===== config.mk =====
export PLATFORM = sky130hd
export DESIGN_NAME = mul_acc_seq
export DESIGN_NICKNAME = d
export VERILOG_FILES = /design/src/rtl/mul_acc_seq.sv
export SDC_FILE = /design/constraint.sdc
export NUM_CORES = 1
export LEC_CHECK = 0
export ABC_AREA = 0
export CAP_MARGIN = 25
export CORE_MARGIN = 4
export CORE_UTILIZATION = 45
export DETAILED_ROUTE_END_ITERATION = 8
export PLACE_DENSITY = 0.66
export SETUP_SLACK_MARGIN = 0.4
export SLEW_MARGIN = 10
export SYNTH_ARGS = -nofsm -noshare
export SYNTH_HDL_FRONTEND = slang
export SYNTH_SLANG_ARGS = --single-unit

===== constraint.sdc =====
create_clock -name clk -period 5 [get_ports clk]
set_input_delay 1 -clock clk [delete_from_list [all_inputs] [get_ports clk]]
set_output_delay 1 -clock clk [all_outputs]
set_load 0.05 [all_outputs]

===== src/rtl/mul_acc_seq.sv =====
// Sequential radix-2 shift-and-add multiply-accumulator: P = A*B + C, one multiplier bit per clock.
// Sized to mirror the non-restoring divider (quotient A, divisor B, remainder C -> dividend P).
module mul_acc_seq #(
  parameter int Nx = 3
) (
  input  logic            clk,
  input  logic            rst_n,
  input  logic            start,
  input  logic [Nx-1:0]   A,
  input  logic [Nx-2:0]   B,
  input  logic [2*Nx-3:0] C,
  output logic            busy,
  output logic            done,
  output logic [2*Nx-1:0] P
);
  localparam int PW = 2 * Nx;
  localparam int CW = $clog2(Nx + 1);

  typedef enum logic [1:0] {IDLE, RUN, DONE} state_t;

  state_t          state_q, state_d;
  logic [PW-1:0]   acc_q, acc_d;
  logic [PW-1:0]   mcand_q, mcand_d;
  logic [Nx-1:0]   mplier_q, mplier_d;
  logic [CW-1:0]   cnt_q, cnt_d;
  logic [PW-1:0]   p_q, p_d;
  logic [PW-1:0]   sum;

  always_ff @(posedge clk or negedge rst_n) begin
    if (!rst_n) begin
      state_q  <= IDLE;
      acc_q    <= '0;
      mcand_q  <= '0;
      mplier_q <= '0;
      cnt_q    <= '0;
      p_q      <= '0;
    end else begin
      state_q  <= state_d;
      acc_q    <= acc_d;
      mcand_q  <= mcand_d;
      mplier_q <= mplier_d;
      cnt_q    <= cnt_d;
      p_q      <= p_d;
    end
  end

  // Partial product is shifted by the iteration count; mcand itself stays put.
  assign sum = acc_q + (mplier_q[0] ? (mcand_q << cnt_q) : '0);

  always_comb begin
    state_d  = state_q;
    acc_d    = acc_q;
    mcand_d  = mcand_q;
    mplier_d = mplier_q;
    cnt_d    = cnt_q;
    p_d      = p_q;
    case (state_q)
      IDLE: begin
        if (start) begin
          acc_d    = PW'(C);
          mcand_d  = PW'(B);
          mplier_d = A;
          cnt_d    = '0;
          state_d  = RUN;
        end
      end
      RUN: begin
        acc_d    = sum;
        mplier_d = mplier_q >> 1;
        cnt_d    = cnt_q + CW'(1);
        if (cnt_q == CW'(Nx - 1)) begin
          p_d     = sum;
          state_d = DONE;
        end
      end
      DONE:    state_d = IDLE;
      default: state_d = IDLE;
    endcase
  end

  assign busy = (state_q != IDLE);
  assign done = (state_q == DONE);
  assign P    = p_q;

endmodule

==> metrics.txt, run 1 <==
pin count of the biggest net entering global routing 22; Initial Util a little under half; area of the mapped netlist 1190 µm²; TritonRoute pass-1 iters 4; worst r2r src cnt_q[0]$_DFFE_PN0P_; DR iter-0 viols 10; CP Data Required Time around 4000 ps; post-synthesis average cell area 9.73 µm²; layout net count 161; cells along the critical path or2_2 -> clkdlybuf4s50_1; Peak supply drop 0.327 mV; CTS buffer count 3; Cells after DPL 166; Reg power frac between 30% and 40%; post-layout util 56.8%; Finished Layout Cells 171; Clock H-tree levels 1; HP Class reg2reg; clock power share about a tenth; clock sink total 21; final instance area 1420 µm²; start point of the critical path state_q[0]$_DFFE_PN0P_; Synth area leaders dfrtp_1 (44%), ha_1 (6.3%), o21ai_0 (5.9%); DRC Markers 0; slowest CP cell clkdlybuf4s50_1; PD cells 603 nW/µm²; unrepaired setup endpoints after global routing no; Synth top area share 44.3%; core area 2500 µm²; # IOs 20; Reg clk slew, reported paths 110 ps; row cnt 18; post-synth top area cell dfrtp_1; PostCTS Resize Cnt 0; synthesis-to-layout area growth 19.6%; ratio of cells with drive above 1 in the final layout 9.93%; Synthesis Warnings 0; Placed Area 1380 µm²; Routed Antenna Nets 0; CTS tree built; async set-or-reset flop fraction in the synthesized netlist 100%; Vias 919; Post-Synthesis Cells 122; first-pass GRT wire length 3.91 mm; max incr delay on CP 800 ps; drt total wl 2.25 mm; sequential share of the synthesized area 44.3%; antenna cells 0; Overflow after GRT 0; Pint 0.000466 W; Main synth FF type dfrtp_1; Max clock buf depth 2; Slew Limit Fails 0; max-cap viol count 0; leakage power between 0.6 and 0.7 nW; hold buffers post-CTS 0; Avg WL per Cell ~13 µm; Logic pwr share between 50% and 60%; die width 59.4 µm; crit share post-route 61.1%; worst slew pin tran 576 ps; fmax 327 MHz; class of the most critical setup path reg2out; Die Y 59.4 µm; Tmin final 3050 ps; port bufs 19; Hold Vio Cnt, Final 0; crit start category flop; Distinct cells, synth 37; HP Start P[4]$_DFFE_PN0P_; Switching Fraction 45.7%; status finished clean; Final Setup Violations 0; Routability Congestion 0.762; Clock Tree Root clkbuf_4; Max-Slew Margin vs Limit 61.6%; Clk Latency, worst-skew pair about 310 ps; die area between 3000 and 4000 µm²; setup_tns 0 ps; post-DR vias/cell 5.37; Crit path arrival time just over 2000 ps; CP Max Fanout 19; post-CTS setup buffers 0; fill count 240; Overall Global Routing Usage around 15%; crit end category output port; #FFs+latches synth 21; Max Clock Skew ~4.4 ps; Net Count, Synth 141; initial antenna violation count 0; DP HPWL 1.72 mm; vias in the first global route 897; Post-synth EDFFs 0; Switching Power 0.000391 W
==> kinds of logic (layout without fill, tap and decap cells) <==
group	Yosys count	count (layout)	share of synthesized area, %
compound gates	36	36	17.5
fa+ha+maj	7	7	8.01
flops	21	21	44.3
mux	6	6	5.80
xor+xnor	4	4	2.95
simple gates	37	37	16.9
buf+inv	11	30	4.64
==> power groups by stage <==
stage	Sequential [W]	Combinational (W)	Clock [W]
2_1_floorplan	0.000362	0.000303	0
3_3_place_gp	0.000326	0.000445	0
3_5_place_dp	0.000331	0.000453	0
4_1_cts	0.000326	0.000453	0.0000870
5_1_grt	0.000339	0.000501	0.0000939
6_report	0.000326	0.000448	0.0000822
==> state kept, by name (all words and copies together) (netlist names) <==
register and count:
mcand_q 2, acc_q 6, mplier_q 3, cnt_q 2
state_q 2, P 6
==> worst paths after layout <==
path | endpoint | slack, ps | depth (start not counted)
setup reg to reg | acc_q[3]$_DFFE_PN0P_ | 2830 | 7
hold / removal | P[4]$_DFFE_PN0P_ | 490 | 2
min in group asynchronous | P[1]$_DFFE_PN0P_ | 990 | 1
hold reg to reg | P[4]$_DFFE_PN0P_ | 490 | 2
max in group asynchronous | mcand_q[0]$_DFFE_PN0P_ | 3560 | 2
setup / recovery | busy | 1950 | 2
==> per-layer routing <==
layer  up-vias  GRT usage, %  part of all wire, %
met2        18          25.0                   47
met4         0          6.80                  1.9
met3         5          1.96                  4.5
met1       430          18.7                   46
li1        466             -                    -
met5         -             0                    0
==> layout by cell type (no fill, tap or decap), types with 4 or more instances in the layout <==
cell	netlist	layout
ha_1	6	6
nor2_1	6	6
clkdlybuf4s50_1	0	19
inv_1	5	5
dfrtp_1	21	21
and3b_1	4	4
o21ai_0	14	14
nand2_1	15	15
a21oi_1	12	12
==> per-stage QoR <==
step	total power (W)	hold slack [ps]	setup WS, ps
after global placement	0.000772	460	2320
after global routing	0.000934	517	1850
after detailed placement	0.000784	472	2300
after floorplan	0.000665	450	2690
after CTS	0.000867	500	1940
final	0.000857	490	1950
==> critical path, delay by kind of cell, from the launching register on <==
| family | cells | cell delay [ps] |
|---|---|---|
| simple gates | 1 | 220 |
| buf+inv | 1 | 800 |
| flops | 1 | 730 |
==> synth_stat cells, types with 2 or more instances <==
cell and instances:
buf_2 2, o211ai_1 2, ha_1 6, a21oi_1 12, and3b_1 4, nand2_1 15
a21o_1 2, a31oi_1 2, o21ai_0 14, nor3b_1 2, xnor2_1 3, nor2_1 6
mux2_2 3, inv_1 5, mux2i_1 2, dfrtp_1 21
==> cell type report <==
class	count	area, µm²	share of cell area, %
clock buffers	4	26.3	1.85
inverters	6	22.5	1.59
multi-input cells	90	607	42.7
flip-flops and latches	21	526	37.0
well taps	30	37.5	2.64
repair buffers	20	201	14.2
Power figures use the tool's default switching activity.
==> inputs of run 2 (changes only) <==
--- a/config.mk
+++ b/config.mk
@@ -10,7 +10,7 @@
 export CORE_MARGIN = 4
 export CORE_UTILIZATION = 45
 export DETAILED_ROUTE_END_ITERATION = 8
-export PLACE_DENSITY = 0.66
+export PLACE_DENSITY = 0.69
 export SETUP_SLACK_MARGIN = 0.4
 export SLEW_MARGIN = 10
 export SYNTH_ARGS = -nofsm -noshare
==> constraint.sdc (replaced) <==
create_clock -name clk -period 2.55 [get_ports clk]
set_input_delay 0.51 -clock clk [delete_from_list [all_inputs] [get_ports clk]]
set_output_delay 0.51 -clock clk [all_outputs]
set_load 0.05 [all_outputs]
==> run 2 against run 1 <==
Effect of this change: clock-buffer cell count unchanged; combinational power increased by 110%; non-clock buffer count increased by 3; flip-flop and latch count is the same; die area stayed put; hold slack improved by 8.0 ps; critical path type unchanged; highest routed layer unchanged.
==> metrics.txt, run 2 (synthesis gave the netlist of run 1 again) <==
status finished clean (unchanged); critical path's top delay family flip-flops (was buffers and inverters); CP Max Fanout 12 (was 19); setup_tns 0 ps (unchanged); Vias 949 (was 919); Clk Latency, worst-skew pair 310 ps (about the same); post-DR vias/cell 5.45 (was 5.37); HP Class reg2reg (unchanged); Hold Vio Cnt, Final 0 (unchanged); core area 2500 µm² (unchanged); worst slew pin tran 497 ps (was 576 ps); pin count of the biggest net entering global routing 22 (unchanged); leakage power 0.668 nW (was 0.655 nW); crit start category flop (unchanged); clock sink total 21 (unchanged); DP HPWL 1.87 mm (was 1.72 mm); commonest non-fill, non-tap cells in the layout dfrtp_1 (20), clkdlybuf4s50_1 (17), nand2_1 (15), o21ai_0 (14), a21oi_1 (12) (was dfrtp_1 (21), clkdlybuf4s50_1 (19), nand2_1 (15), o21ai_0 (14), a21oi_1 (12)); synthesis-to-layout area growth 21.3% (was 19.6%); cells along the critical path or2_2 -> clkdlybuf4s15_2 (was or2_2 -> clkdlybuf4s50_1); ratio of cells with drive above 1 in the final layout 14.6% (was 9.93%); Pint 0.000944 W (was 0.000466 W); vias in the first global route 937 (was 897); Initial Util 47.5% (unchanged); class of the most critical setup path reg2out (unchanged); antenna cells 0 (unchanged); TritonRoute pass-1 iters 4 (unchanged); DR iter-0 viols 7 (was 10); hold_ws 498 ps (was 490 ps); Reg clk slew, reported paths 120 ps (was 110 ps); Clock H-tree levels 1 (unchanged); Max-Slew Margin vs Limit 66.7% (was 61.6%); Routability Congestion 0.800 (was 0.762); Overall Global Routing Usage 15.5% (was 14.8%); Bufs and invs on worst path 1 (unchanged); Avg WL per Cell 14.0 µm (was 13.1 µm); Peak supply drop 0.690 mV (was 0.327 mV); hold buffers post-CTS 0 (unchanged); Slew Limit Fails 0 (unchanged); clock power share 9.7% (was 9.6%); Switching Power 0.000795 W (was 0.000391 W); DRC Markers 0 (unchanged); Final Setup Violations 0 (unchanged); Max clock buf depth 2 (unchanged); CTS tree built (unchanged); Max Clock Skew 4.55 ps (was 4.39 ps); unrepaired setup endpoints after global routing yes (was no); fmax slightly below 500 MHz; port bufs 19 (unchanged); max incr delay on CP 530 ps (was 800 ps); row cnt 18 (unchanged); Die Y 59.4 µm (unchanged); leading cell type in the layout, fill and taps excluded dfrtp_1 (unchanged); Reg power frac 36.1% (was 38.1%); Routed Antenna Nets 0 (unchanged); # IOs 20 (unchanged); CP Data Required Time 2040 ps (was 4000 ps); PD cells 1210 nW/µm² (was 603 nW/µm²); slowest CP cell dfrtp_1 (was clkdlybuf4s50_1); drt total wl 2.44 mm (was 2.25 mm); Logic pwr share 54.3% (was 52.3%); Switching Fraction 45.7% (about the same); Clock Tree Root clkbuf_4 (unchanged); CTS buffer count 3 (unchanged); crit share post-route 80.9%; layout net count 164 (was 161); Crit path arrival time 1550 ps (was 2050 ps); initial antenna violation count 0 (unchanged); die width 59.4 µm (unchanged); first-pass GRT wire length 4.08 mm (was 3.91 mm); die area 3520 µm² (unchanged); max-cap viol count 0 (unchanged); Overflow after GRT 0 (unchanged); crit end category output port (unchanged); Tmin final 2060 ps
==> run 2: cell types whose count changed in the layout (fill, tap and decap cells not counted) <==
| cell | change |
|---|---|
| clkbuf_2 | +1 |
| clkdlybuf4s15_2 | +1 |
| mux2i_2 | +1 |
| buf_6 | -1 |
| dfrtp_2 | +1 |
| mux2i_1 | -1 |
| dfrtp_1 | -1 |
| buf_4 | +4 |
| clkdlybuf4s50_1 | -2 |
==> run 2: cell type report <==
class | count | area [µm²]
multi-input cells | 90 | 611
well taps | 30 | 37.5
clock buffers | 4 | 26.3
repair buffers | 23 | 216
flip-flops and latches | 21 | 527
inverters | 6 | 22.5
fillers | 239 | 1060
==> run 2: power groups by stage <==
stage,Combinational (W),Clock [W],Sequential (W)
after floorplan,0.000595,0,0.000710
after global placement,0.000900,0,0.000627
after detailed placement,0.000922,0,0.000638
after CTS,0.000918,0.000173,0.000628
after global routing,0.00105,0.000191,0.000652
final,0.000944,0.000168,0.000627
==> run 2: metrics by stage <==
step	area, µm²	instances	total power, W	setup slack, ps	util, %
after floorplan	1190	122	0.00130	683	-
after global placement	1400	168	0.00153	473	55.9
after detailed placement	1400	168	0.00156	474	55.9
after CTS	1420	172	0.00172	399	57.0
after global routing	1440	174	0.00189	341	57.6
final	1440	174	0.00174	487	57.6
==> run 2: worst paths after layout <==
kind / start / endpoint / slack [ps] / depth (start not counted)
hold reg to reg: P[5]$_DFFE_PN0P_ / P[5]$_DFFE_PN0P_ / 500 / 2
min in group asynchronous: rst_n / P[2]$_DFFE_PN0P_ / 520 / 2
hold / removal: P[5]$_DFFE_PN0P_ / P[5]$_DFFE_PN0P_ / 500 / 2
setup / recovery: state_q[1]$_DFFE_PN0P_ / busy / 490 / 2
max in group asynchronous: rst_n / cnt_q[0]$_DFFE_PN0P_ / 1800 / 2
setup reg to reg: mcand_q[0]$_DFFE_PN0P_ / P[4]$_DFFE_PN0P_ / 500 / 7
==> run 2: timing repair <==
item,in CTS,in global routing
gates resized for setup,4,4
buffers inserted,0,2
endpoints found under the setup margin,2,6
endpoints found under the hold margin,0,0
==> run 2: metal layers <==
layer  GRT usage, %  vias up  share of wire (%)
met5              0        -                  0
met4           6.47        0                1.6
met3           2.83        5                5.0
met2           27.1       24                 50
met1           18.4      452                 43
li1               -      468                  -
==> run 2: worst reg2reg max path, cell delays in order, from the launching register on <==
cell      delay (ps)
dfrtp_1          430
nor4bb_1         170
ha_1             240
fa_1             430
a21o_1           210
a21oi_1          170
xor2_1           190
o21ai_0          100
==> inputs of run 3 (changes only) <==
--- a/config.mk
+++ b/config.mk
@@ -10,7 +10,7 @@
 export CORE_MARGIN = 4
 export CORE_UTILIZATION = 45
 export DETAILED_ROUTE_END_ITERATION = 8
-export PLACE_DENSITY = 0.69
+export PLACE_DENSITY = 0.66
 export SETUP_SLACK_MARGIN = 0.4
 export SLEW_MARGIN = 10
 export SYNTH_ARGS = -nofsm -noshare
==> constraint.sdc (replaced) <==
create_clock -name clk -period 2.1 [get_ports clk]
set_input_delay 0.42 -clock clk [delete_from_list [all_inputs] [get_ports clk]]
set_output_delay 0.42 -clock clk [all_outputs]
set_load 0.05 [all_outputs]
==> run 3 against run 2 <==
Effect of this change: first-iteration DRC count grew to 4.1 times the previous value; highest routed layer unchanged; critical endpoint is now acc_q[3]$_DFFE_PN0P_; critical path type is now reg2reg; non-clock buffer count up 10; sequential power rose by 22%; wire length up 1.8%; critical path depth rose by 5; clock-buffer cell count decreased by 1.
==> metrics.txt, run 3 (synthesis gave the netlist of run 1 again) <==
register area 531 µm² (was 527 µm²); Overflow after GRT 0 (unchanged); Avg WL per Cell 13.5 µm (was 14.0 µm); crit share post-route 89.6%; Crit path arrival time 2080 ps (was 1550 ps); # IOs 20 (unchanged); row cnt 18 (unchanged); DRC Markers 0 (unchanged); CP Max Fanout 6 (was 12); Max Clock Skew 0.894 ps (was 4.55 ps); Final Setup Violations 0 (unchanged); Met1 Wirelength 1.11 mm (was 1.06 mm); initial antenna violation count 0 (unchanged); ratio of cells with drive above 1 in the final layout 31.8% (was 14.6%); clock power share 8.2% (was 9.7%); crit end category flop (was output port); TritonRoute pass-1 iters 4 (unchanged); vias in the first global route 971 (was 937); metal2 WL 1.19 mm (was 1.22 mm); fill count 198 (was 239); Logic pwr share 59.8% (was 54.3%); Top Metal Used met4 (unchanged); post-DR vias/cell 5.42 (was 5.45); unrepaired setup endpoints after global routing yes (unchanged); DP HPWL 1.85 mm (was 1.87 mm); max incr delay on CP 480 ps (was 530 ps); Placed Area 1450 µm² (was 1400 µm²); crit start category flop (unchanged); HP Class in2async (was reg2reg); CP Data Required Time 2300 ps (was 2040 ps); Max clock buf depth 2 (unchanged); setup ws final 219 ps (was 487 ps); Tmin final 1880 ps; Clock H-tree levels 1 (unchanged); post-layout util 64.6% (was 57.6%); Max-Slew Margin vs Limit 66.9% (was 66.7%); antenna cells 0 (unchanged); Slew Limit Fails 0 (unchanged); first-pass GRT wire length 4.22 mm (was 4.08 mm); slowest CP cell dfrtp_2 (was dfrtp_1); commonest non-fill, non-tap cells in the layout dfrtp_1 (17), nand2_1 (15), buf_4 (14), clkdlybuf4s50_1 (11) (was dfrtp_1 (20), clkdlybuf4s50_1 (17), nand2_1 (15), o21ai_0 (14), a21oi_1 (12)); PD cells 1480 nW/µm² (was 1210 nW/µm²); core area 2500 µm² (unchanged); pin count of the biggest net entering global routing 22 (unchanged); die width 59.4 µm (unchanged); Post-Place Setup Slack 209 ps (was 474 ps); drt total wl 2.49 mm (was 2.44 mm); port bufs 19 (unchanged); die area 3520 µm² (unchanged); leading cell type in the layout, fill and taps excluded dfrtp_1 (unchanged); cells along the critical path mux2i_2 -> nor3b_2 -> ha_1 -> a21o_1 -> a21oi_2 -> xnor2_2 -> o21ai_1 (was or2_2 -> clkdlybuf4s15_2); Initial Util 47.5% (unchanged); final instance area 1620 µm² (was 1440 µm²); Finished Layout Cells 184 (was 174); CTS buffer count 3 (unchanged); DR WL met3 165 µm (was 121 µm); CTS tree built (unchanged); Clock Tree Root clkbuf_4 (unchanged); clock sink total 21 (unchanged); Bufs and invs on worst path 0 (was 1); Peak supply drop 0.994 mV (was 0.690 mV); Switching Fraction 44.6% (was 45.7%); Hold Vio Cnt, Final 0 (unchanged); Pint 0.00132 W (was 0.000944 W); status finished clean (unchanged); DR iter-0 viols 29 (was 7); class of the most critical setup path reg2reg (was reg2out); Vias 997 (was 949); critical path's top delay family flip-flops (unchanged); fmax about 530 MHz; hold buffers post-CTS 0 (unchanged); Switching Power 0.00107 W (was 0.000795 W); Reg clk slew, reported paths 120 ps (about the same); Clk Latency, worst-skew pair 300 ps (was 310 ps); leakage power 0.756 nW (was 0.668 nW); Routability Congestion 0.853 (was 0.800); Cells after DPL 169 (was 168); Overall Global Routing Usage 16.0% (was 15.5%); setup_tns 0 ps (unchanged); layout net count 174 (was 164); Die Y 59.4 µm (unchanged); worst slew pin tran 499 ps (was 497 ps); synthesis-to-layout area growth 36.0% (was 21.3%); Routed Antenna Nets 0 (unchanged); max-cap viol count 0 (unchanged); area taken by multi-input logic gates 698 µm² (was 611 µm²); Reg power frac 32.0% (was 36.1%)
==> run 3: layer usage <==
metal | vias up | GRT usage (%)
li1 | 491 | -
met1 | 474 | 20.0
met2 | 28 | 26.8
met4 | 0 | 6.47
met5 | - | 0
met3 | 4 | 3.05
==> run 3: per-stage QoR <==
step           hold WS [ps]  total power [W]
2_1_floorplan           124          0.00163
3_3_place_gp            466          0.00196
6_report                441          0.00239
3_5_place_dp            475          0.00198
5_1_grt                 459          0.00257
4_1_cts                 444          0.00224
==> run 3: what timing repair did <==
action	in CTS	in global routing
pin swaps	10	11
endpoints found under the hold margin	0	0
gates cloned	0	0
gates resized for setup	15	11
setup endpoints to repair	17	12
buffers inserted	5	6
==> run 3: layout make-up <==
type | instances | area share, %
multi-input cells | 90 | 43.2
flip-flops and latches | 21 | 32.8
well taps | 30 | 2.32
clock buffers | 3 | 1.39
inverters | 6 | 1.39
repair buffers | 33 | 18.5
clock inverters | 1 | 0.310
==> run 3: worst reg2reg max path: stages (launching register included) <==
cell and delay (ps):
dfrtp_2 480, mux2i_2 180, nor3b_2 240, ha_1 300
a21o_1 180, a21oi_2 190, xnor2_2 140, o21ai_1 70
==> run 3: power by group through the flow <==
stage	combinational, W	clock, W	sequential (W)
floorplan	0.000765	0	0.000869
global placement	0.00119	0	0.000762
detailed placement	0.00121	0	0.000771
CTS	0.00127	0.000202	0.000766
global route	0.00156	0.000221	0.000788
finish	0.00143	0.000196	0.000766
==> run 3: worst paths after layout <==
| check | cells past startpoint | slack [ps] | from | to |
|---|---|---|---|---|
| max reg2reg | 7 | 220 | cnt_q[0]$_DFFE_PN0P_ | acc_q[3]$_DFFE_PN0P_ |
| min | 2 | 440 | rst_n | P[2]$_DFFE_PN0P_ |
| min in group clk | 2 | 490 | P[5]$_DFFE_PN0P_ | P[5]$_DFFE_PN0P_ |
| min reg2reg | 2 | 490 | P[5]$_DFFE_PN0P_ | P[5]$_DFFE_PN0P_ |
| max in group asynchronous | 2 | 1430 | rst_n | cnt_q[0]$_DFFE_PN0P_ |
| max | 7 | 220 | cnt_q[0]$_DFFE_PN0P_ | acc_q[3]$_DFFE_PN0P_ |
